### src/rtl/mips_bus_pkg.sv
// Shared types for the MIPS bus write buffer.
//   bus_state_t : bus front-end FSM states
//   wb_entry_t  : one queued store (word address, lane mask, data)
//   BE_WORD     : full-word byte enable used for reads
package mips_bus_pkg;

  typedef enum logic [1:0] {
    IDLE  = 2'd0,
    WRITE = 2'd1,
    READ  = 2'd2,
    RESP  = 2'd3
  } bus_state_t;

  typedef struct packed {
    logic [29:0] addr;
    logic [3:0]  be;
    logic [31:0] data;
  } wb_entry_t;

  localparam logic [3:0] BE_WORD = 4'hF;

endpackage

### src/rtl/mips_wb_fifo.sv
// Synchronous FIFO of wb_entry_t for the posted-write buffer.
//   clk_i, rst_n_i    : clock, asynchronous active-low reset (clears pointers/count)
//   push_i/push_data_i: enqueue (ignored when full)
//   pop_i             : dequeue head (ignored when empty)
//   head_o, second_o  : entry at the read pointer and the one after it
//   count_o           : occupancy, full_o / empty_o derived from it
module mips_wb_fifo
  import mips_bus_pkg::*;
#(
  parameter int unsigned DEPTH = 4
) (
  input  logic                     clk_i,
  input  logic                     rst_n_i,
  input  logic                     push_i,
  input  wb_entry_t                push_data_i,
  input  logic                     pop_i,
  output wb_entry_t                head_o,
  output wb_entry_t                second_o,
  output logic [$clog2(DEPTH):0]   count_o,
  output logic                     full_o,
  output logic                     empty_o
);

  localparam int unsigned AW = $clog2(DEPTH);

  wb_entry_t     mem_q [DEPTH];
  logic [AW-1:0] wr_ptr_q;
  logic [AW-1:0] rd_ptr_q;
  logic [AW-1:0] rd_ptr_nxt;
  logic [AW:0]   count_q;
  logic          do_push;
  logic          do_pop;

  assign full_o     = (count_q == (AW+1)'(DEPTH));
  assign empty_o    = (count_q == '0);
  assign count_o    = count_q;
  assign do_push    = push_i && !full_o;
  assign do_pop     = pop_i && !empty_o;
  assign rd_ptr_nxt = rd_ptr_q + AW'(1);
  assign head_o     = mem_q[rd_ptr_q];
  // Look-ahead entry lets the bus registers reload back-to-back on a pop.
  assign second_o   = mem_q[rd_ptr_nxt];

  always_ff @(posedge clk_i or negedge rst_n_i) begin
    if (!rst_n_i) begin
      wr_ptr_q <= '0;
      rd_ptr_q <= '0;
      count_q  <= '0;
    end else begin
      if (do_push) wr_ptr_q <= wr_ptr_q + AW'(1);
      if (do_pop)  rd_ptr_q <= rd_ptr_nxt;
      unique case ({do_push, do_pop})
        2'b10:   count_q <= count_q + (AW+1)'(1);
        2'b01:   count_q <= count_q - (AW+1)'(1);
        default: count_q <= count_q;
      endcase
    end
  end

  always_ff @(posedge clk_i) begin
    if (do_push) mem_q[wr_ptr_q] <= push_data_i;
  end

endmodule

### src/rtl/mips_bus_write_buffer.sv
// Posted-write buffer and Avalon-MM master front end for the MIPS memory port.
//   clk, reset (async, active low)
//   req_*      : core request; req_ready is combinational acceptance
//   resp_*     : one-cycle read response
//   address, byteenable, read, write, writedata, waitrequest, readdata : Avalon-MM master
//   wb_empty   : no store queued or in flight
// Stores queue in mips_wb_fifo and drain in order; loads wait for an empty buffer.
module mips_bus_write_buffer
  import mips_bus_pkg::*;
#(
  parameter int unsigned DEPTH = 4
) (
  input  logic        clk,
  input  logic        reset,
  input  logic        req_valid,
  input  logic        req_write,
  input  logic [31:0] req_addr,
  input  logic [3:0]  req_byteenable,
  input  logic [31:0] req_wdata,
  output logic        req_ready,
  output logic        resp_valid,
  output logic [31:0] resp_rdata,
  output logic [31:0] address,
  output logic [3:0]  byteenable,
  output logic        read,
  output logic        write,
  input  logic        waitrequest,
  input  logic [31:0] readdata,
  output logic [31:0] writedata,
  output logic        wb_empty
);

  localparam int unsigned AW = $clog2(DEPTH);

  bus_state_t  state_q, state_d;
  wb_entry_t   head, second, push_entry, load_entry;
  logic [AW:0] count;
  logic        full, empty;
  logic        accept, push, pop, more_after_pop, load_en;
  logic        addr_lsb_unused;

  logic [31:0] address_q, address_d;
  logic [3:0]  byteenable_q, byteenable_d;
  logic [31:0] writedata_q, writedata_d;
  logic        write_q, write_d;
  logic        read_q, read_d;
  logic [31:0] resp_rdata_q, resp_rdata_d;

  // Held at 0 while reset is asserted so the core never sees an acceptance.
  assign req_ready  = reset && (req_write ? !full : (state_q == IDLE && empty));
  assign accept     = req_valid && req_ready;
  // Zero-lane stores are acknowledged but never enqueued.
  assign push       = accept && req_write && (req_byteenable != '0);
  assign pop        = (state_q == WRITE) && !waitrequest;
  assign push_entry = '{addr: req_addr[31:2], be: req_byteenable, data: req_wdata};
  assign more_after_pop  = (count > (AW+1)'(1)) || push;
  assign addr_lsb_unused = ^req_addr[1:0];

  mips_wb_fifo #(.DEPTH(DEPTH)) u_fifo (
    .clk_i       (clk),
    .rst_n_i     (reset),
    .push_i      (push),
    .push_data_i (push_entry),
    .pop_i       (pop),
    .head_o      (head),
    .second_o    (second),
    .count_o     (count),
    .full_o      (full),
    .empty_o     (empty)
  );

  always_ff @(posedge clk or negedge reset) begin
    if (!reset) state_q <= IDLE;
    else        state_q <= state_d;
  end

  always_comb begin
    state_d = state_q;
    unique case (state_q)
      IDLE: begin
        if (!empty || push)          state_d = WRITE;
        else if (accept && !req_write) state_d = READ;
      end
      WRITE:   if (pop && !more_after_pop) state_d = IDLE;
      READ:    if (!waitrequest) state_d = RESP;
      RESP:    state_d = IDLE;
      default: state_d = IDLE;
    endcase
  end

  // Bus registers load one cycle ahead: from the incoming store when the FIFO
  // is empty, and from the look-ahead entry on a back-to-back pop.
  always_comb begin
    address_d    = address_q;
    byteenable_d = byteenable_q;
    writedata_d  = writedata_q;
    write_d      = write_q;
    read_d       = read_q;
    resp_rdata_d = resp_rdata_q;
    load_en      = 1'b0;
    load_entry   = head;
    unique case (state_q)
      IDLE: begin
        if (!empty) begin
          load_en = 1'b1;
        end else if (push) begin
          load_en    = 1'b1;
          load_entry = push_entry;
        end else if (accept && !req_write) begin
          address_d    = {req_addr[31:2], 2'b00};
          byteenable_d = BE_WORD;
          read_d       = 1'b1;
        end
      end
      WRITE: begin
        if (pop) begin
          if (count > (AW+1)'(1)) begin
            load_en    = 1'b1;
            load_entry = second;
          end else if (push) begin
            load_en    = 1'b1;
            load_entry = push_entry;
          end else begin
            write_d = 1'b0;
          end
        end
      end
      READ: begin
        if (!waitrequest) begin
          read_d       = 1'b0;
          resp_rdata_d = readdata;
        end
      end
      default: ;
    endcase
    if (load_en) begin
      address_d    = {load_entry.addr, 2'b00};
      byteenable_d = load_entry.be;
      writedata_d  = load_entry.data;
      write_d      = 1'b1;
    end
  end

  always_ff @(posedge clk or negedge reset) begin
    if (!reset) begin
      address_q    <= '0;
      byteenable_q <= '0;
      writedata_q  <= '0;
      write_q      <= 1'b0;
      read_q       <= 1'b0;
      resp_rdata_q <= '0;
    end else begin
      address_q    <= address_d;
      byteenable_q <= byteenable_d;
      writedata_q  <= writedata_d;
      write_q      <= write_d;
      read_q       <= read_d;
      resp_rdata_q <= resp_rdata_d;
    end
  end

  assign address    = address_q;
  assign byteenable = byteenable_q;
  assign writedata  = writedata_q;
  assign write      = write_q;
  assign read       = read_q;
  assign resp_rdata = resp_rdata_q;
  assign resp_valid = (state_q == RESP);
  assign wb_empty   = empty && !write_q;

endmodule

### config.mk
export PLATFORM = sky130hd
export DESIGN_NAME = mips_bus_write_buffer
export DESIGN_NICKNAME = d
export VERILOG_FILES = /design/src/rtl/mips_bus_pkg.sv /design/src/rtl/mips_wb_fifo.sv /design/src/rtl/mips_bus_write_buffer.sv
export SDC_FILE = /design/constraint.sdc
export NUM_CORES = 1
export LEC_CHECK = 0
export BUFFER_PORTS_ARGS = -buffer_cell sky130_fd_sc_hd__buf_2
export CAP_MARGIN = 20
export CORE_MARGIN = 5
export CORE_UTILIZATION = 59
export DETAILED_ROUTE_END_ITERATION = 16
export PLACE_DENSITY_LB_ADDON = 0.3
export SLEW_MARGIN = 15
export SYNTH_ARGS = -nofsm -noshare
export SYNTH_HDL_FRONTEND = slang
export SYNTH_SLANG_ARGS = --single-unit
### constraint.sdc
create_clock -name clk -period 5.1 [get_ports clk]
set_clock_uncertainty 0.2 [all_clocks]
set_input_delay 1.02 -clock clk [delete_from_list [all_inputs] [get_ports clk]]
set_output_delay 1.02 -clock clk [all_outputs]
set_load 0.005 [all_outputs]
==> run_results.csv <==
group,metric,value,unit
finish,ff_latch_area,10660,um2
placement,gp_congestion,0.8119,
setup_path,required,3880,ps
global_routing,antenna_found_initial,10,
setup_path,worstSetupPathType,"reg2out",
logic_synthesis,syn_area,18510,um2
timing,final.setup.tns,0,ps
finish,area_growth,14.32,%
die,die_h,187.1,um
setup_path,endpoint_kind,"output port",
power_and_ir_drop,powerDensity,540.2,nW/um2
drt,vias_per_cell,7.026,
logic_synthesis,syn_area_per_cell,14.68,um2
clocking,clk_pin_slew_worst_paths,60,ps
clocking,cts_resized,0,
timing,post-route-period-util,0.7897,
placement,hpwlAfterDp,28.83,mm
drt,drt_iter0_markers,1464,
logic_synthesis,yosysUniqueCellTypes,61,
logic_synthesis,postSynthCellCount,1261,
run,max-cap-violations,0,
timing,worst_pin_slew,1099,ps
die,core,30750,um2
clocking,cts_root_buf,"clkbuf_16",
logic_synthesis,ys.flop_type,"edfxtp_1",
finish,drive_gt1_frac,0.3317,
clocking,clock-sinks,373,
global_routing,grt_max_degree,77,
global_routing,track_usage,0.2723,
clocking,cts_tree,"yes",
finish,multi_input_comb_area,7223,um2
timing,drv_slew,0,
setup_path,critical_path_arrival,2810,ps
placement,placed_cells,1771,
worst_hold_path,min_path_type,"in2async",
logic_synthesis,synth_edf_count,264,
drt,drc,0,
power_and_ir_drop,p_leak,0.007901,uW
placement,io_buffer_count,205,
logic_synthesis,ys_warn_count,0,
setup_path,cp_max_fo,16,
die,initial_core_util,0.6020,
die,ios,210,
clocking,clock_latency,530,ps
finish,layout.nets,1532,
die,dieWidth,187.1,um
timing,finalHoldViolCount,0,
clocking,ctsHoldBuffers,0,
clocking,cts-buffers-inserted,39,
clocking,cts_max_level,2,
drt,first_pass_iters,5,
drt,routedWlPerCell,26.44,um
logic_synthesis,synthArstFlopShare,0.2922,
timing,maxClockFrequency,248.3,MHz
drt,vias,12980,
finish,fill_cells,2135,
global_routing,grt_pass1_vias,13350,
timing,period_needed,4027,ps
drt,routed_wl,48.84,mm
clocking,cts_setup_buffers,0,
global_routing,grt.overflow.total,0,
logic_synthesis,synth_seq_cells,373,
logic_synthesis,yosysSeqAreaShare,0.5756,
clocking,clock_path_buffers,3,
die,dieArea,35020,um2
timing,rsz0062_at_grt,"no",
timing,relSlewSlack,0.2644,
setup_path,start_kind,"flip-flop",
global_routing,grt_pass1_wl,76.04,mm
drt,antenna_left,0,
finish,stdcell_count,1847,
power_and_ir_drop,vdd_drop_max,0.3449,mV
timing,setup_viol,0,
die,rows,64,
status,status,"finished clean",
## logic make-up after synthesis
kind of cell / count (synthesis) / share of synthesized area
flip-flops: 373 / 0.5756
AO/OA/AOI/OAI: 290 / 0.1242
multiplexers: 235 / 0.1975
AND/OR/NAND/NOR: 179 / 0.05388
buffers and inverters: 169 / 0.04029
adder cells (fa/ha/maj): 8 / 0.005408
XOR/XNOR: 6 / 0.002839
other: 1 / 0.0002026
## layout by cell type, fill, tap and decap left out, types with 4 or more instances in the layout
master and count:
edfxtp_1 264, buf_2 204, dfrtp_1 107, mux2i_1 102, mux4_2 101, o221ai_1 100, a21oi_1 79, nor3_1 54
nand4_1 42, clkbuf_16 41, inv_1 38, nand3_1 35, buf_4 35, mux2_2 32, a21boi_0 31, o41ai_2 17
nor2_1 14, o21ai_0 12, clkbuf_1 12, o31ai_1 9, ha_1 8, clkinv_2 8, o41ai_1 6, nand2_1 5
a31o_2 5, diode_2 4, a31o_1 4, xnor2_1 4, and2_4 4, clkinv_1 4, buf_12 4
## synthesized netlist by cell type (all sizes together) (16+ instances only)
| master | n | area share |
|---|---|---|
| nand3 | 35 | 0.0095 |
| clkbuf | 68 | 0.014 |
| nor2 | 16 | 0.0032 |
| a21boi | 32 | 0.013 |
| nor3 | 55 | 0.015 |
| edfxtp | 264 | 0.43 |
| mux4 | 101 | 0.12 |
| dfrtp | 109 | 0.15 |
| nand4 | 42 | 0.014 |
| mux2i | 102 | 0.055 |
| o41ai | 24 | 0.019 |
| mux2 | 32 | 0.019 |
| a21oi | 80 | 0.022 |
| buf | 63 | 0.019 |
| o221ai | 100 | 0.047 |
| inv | 38 | 0.0077 |
## state kept, by name (all words and copies together), names as in the netlist
name / count
u_fifo.mem_q: 264
resp_rdata: 32
writedata: 32
address: 30
byteenable: 4
u_fifo.count_o: 3
state_q: 2
u_fifo.rd_ptr_q: 2
u_fifo.wr_ptr_q: 2
read: 1
write: 1
## worst max-delay path: stages (launching register included)
cell	delay, ps
dfrtp_1	710
inv_1	140
ha_1	340
a21bo_1	510
nor2_1	390
buf_2	180
## layer usage
| layer | global-route usage | routed length, um |
|---|---|---|
| met1 | 0.3635 | 18240 |
| met2 | 0.4530 | 24330 |
| met3 | 0.05300 | 4720 |
| met4 | 0.09499 | 1477 |
| met5 | 0 | 67 |
## final timing paths
check / from / endpoint / slack (ps) / cells past startpoint
max: u_fifo.count_o[1] / req_ready / 1070 / 5
min: reset / state_q[1] / 200 / 1
max reg2reg: u_fifo.count_o[1] / writedata[4] / 1300 / 8
min reg2reg: read / read / 290 / 1
max in group asynchronous: reset / writedata[17] / 3430 / 3
min in group clk: read / read / 290 / 1
## per-stage QoR
step | hold slack (ps) | instance area [um2] | setup WS, ps | utilization | power [uW]
6_report | 203.5 | 21160 | 1073 | 0.6882 | 11430
5_1_grt | 212.6 | 21160 | 982.8 | 0.6882 | 11990
4_1_cts | 202.4 | 21100 | 1135 | 0.6861 | 11420
3_5_place_dp | 271.6 | 19900 | 1087 | 0.6471 | 8714
3_3_place_gp | 259.1 | 19900 | 1150 | 0.6471 | 8585
2_1_floorplan | 273.3 | 18510 | 911.4 | - | 7360
## cell type report
type                            instances  area share
Timing Repair Buffer                  247     0.06753
Clock inverter                         13    0.004021
Inverter                               38    0.006741
Sequential cell                       373      0.5039
Tap cell                              396     0.02342
Clock buffer                           56     0.05257
Multi-Input combinational cell        720      0.3414
Antenna cell                            4   0.0004730
## where the power goes
part / total, uW / internal [uW] / switching (uW)
Clock: 2690 / 1560 / 1130
Sequential: 4250 / 3720 / 533
Combinational: 4490 / 2090 / 2390
Total: 11400 / 7370 / 4060
(Power assumes the default switching activity.)
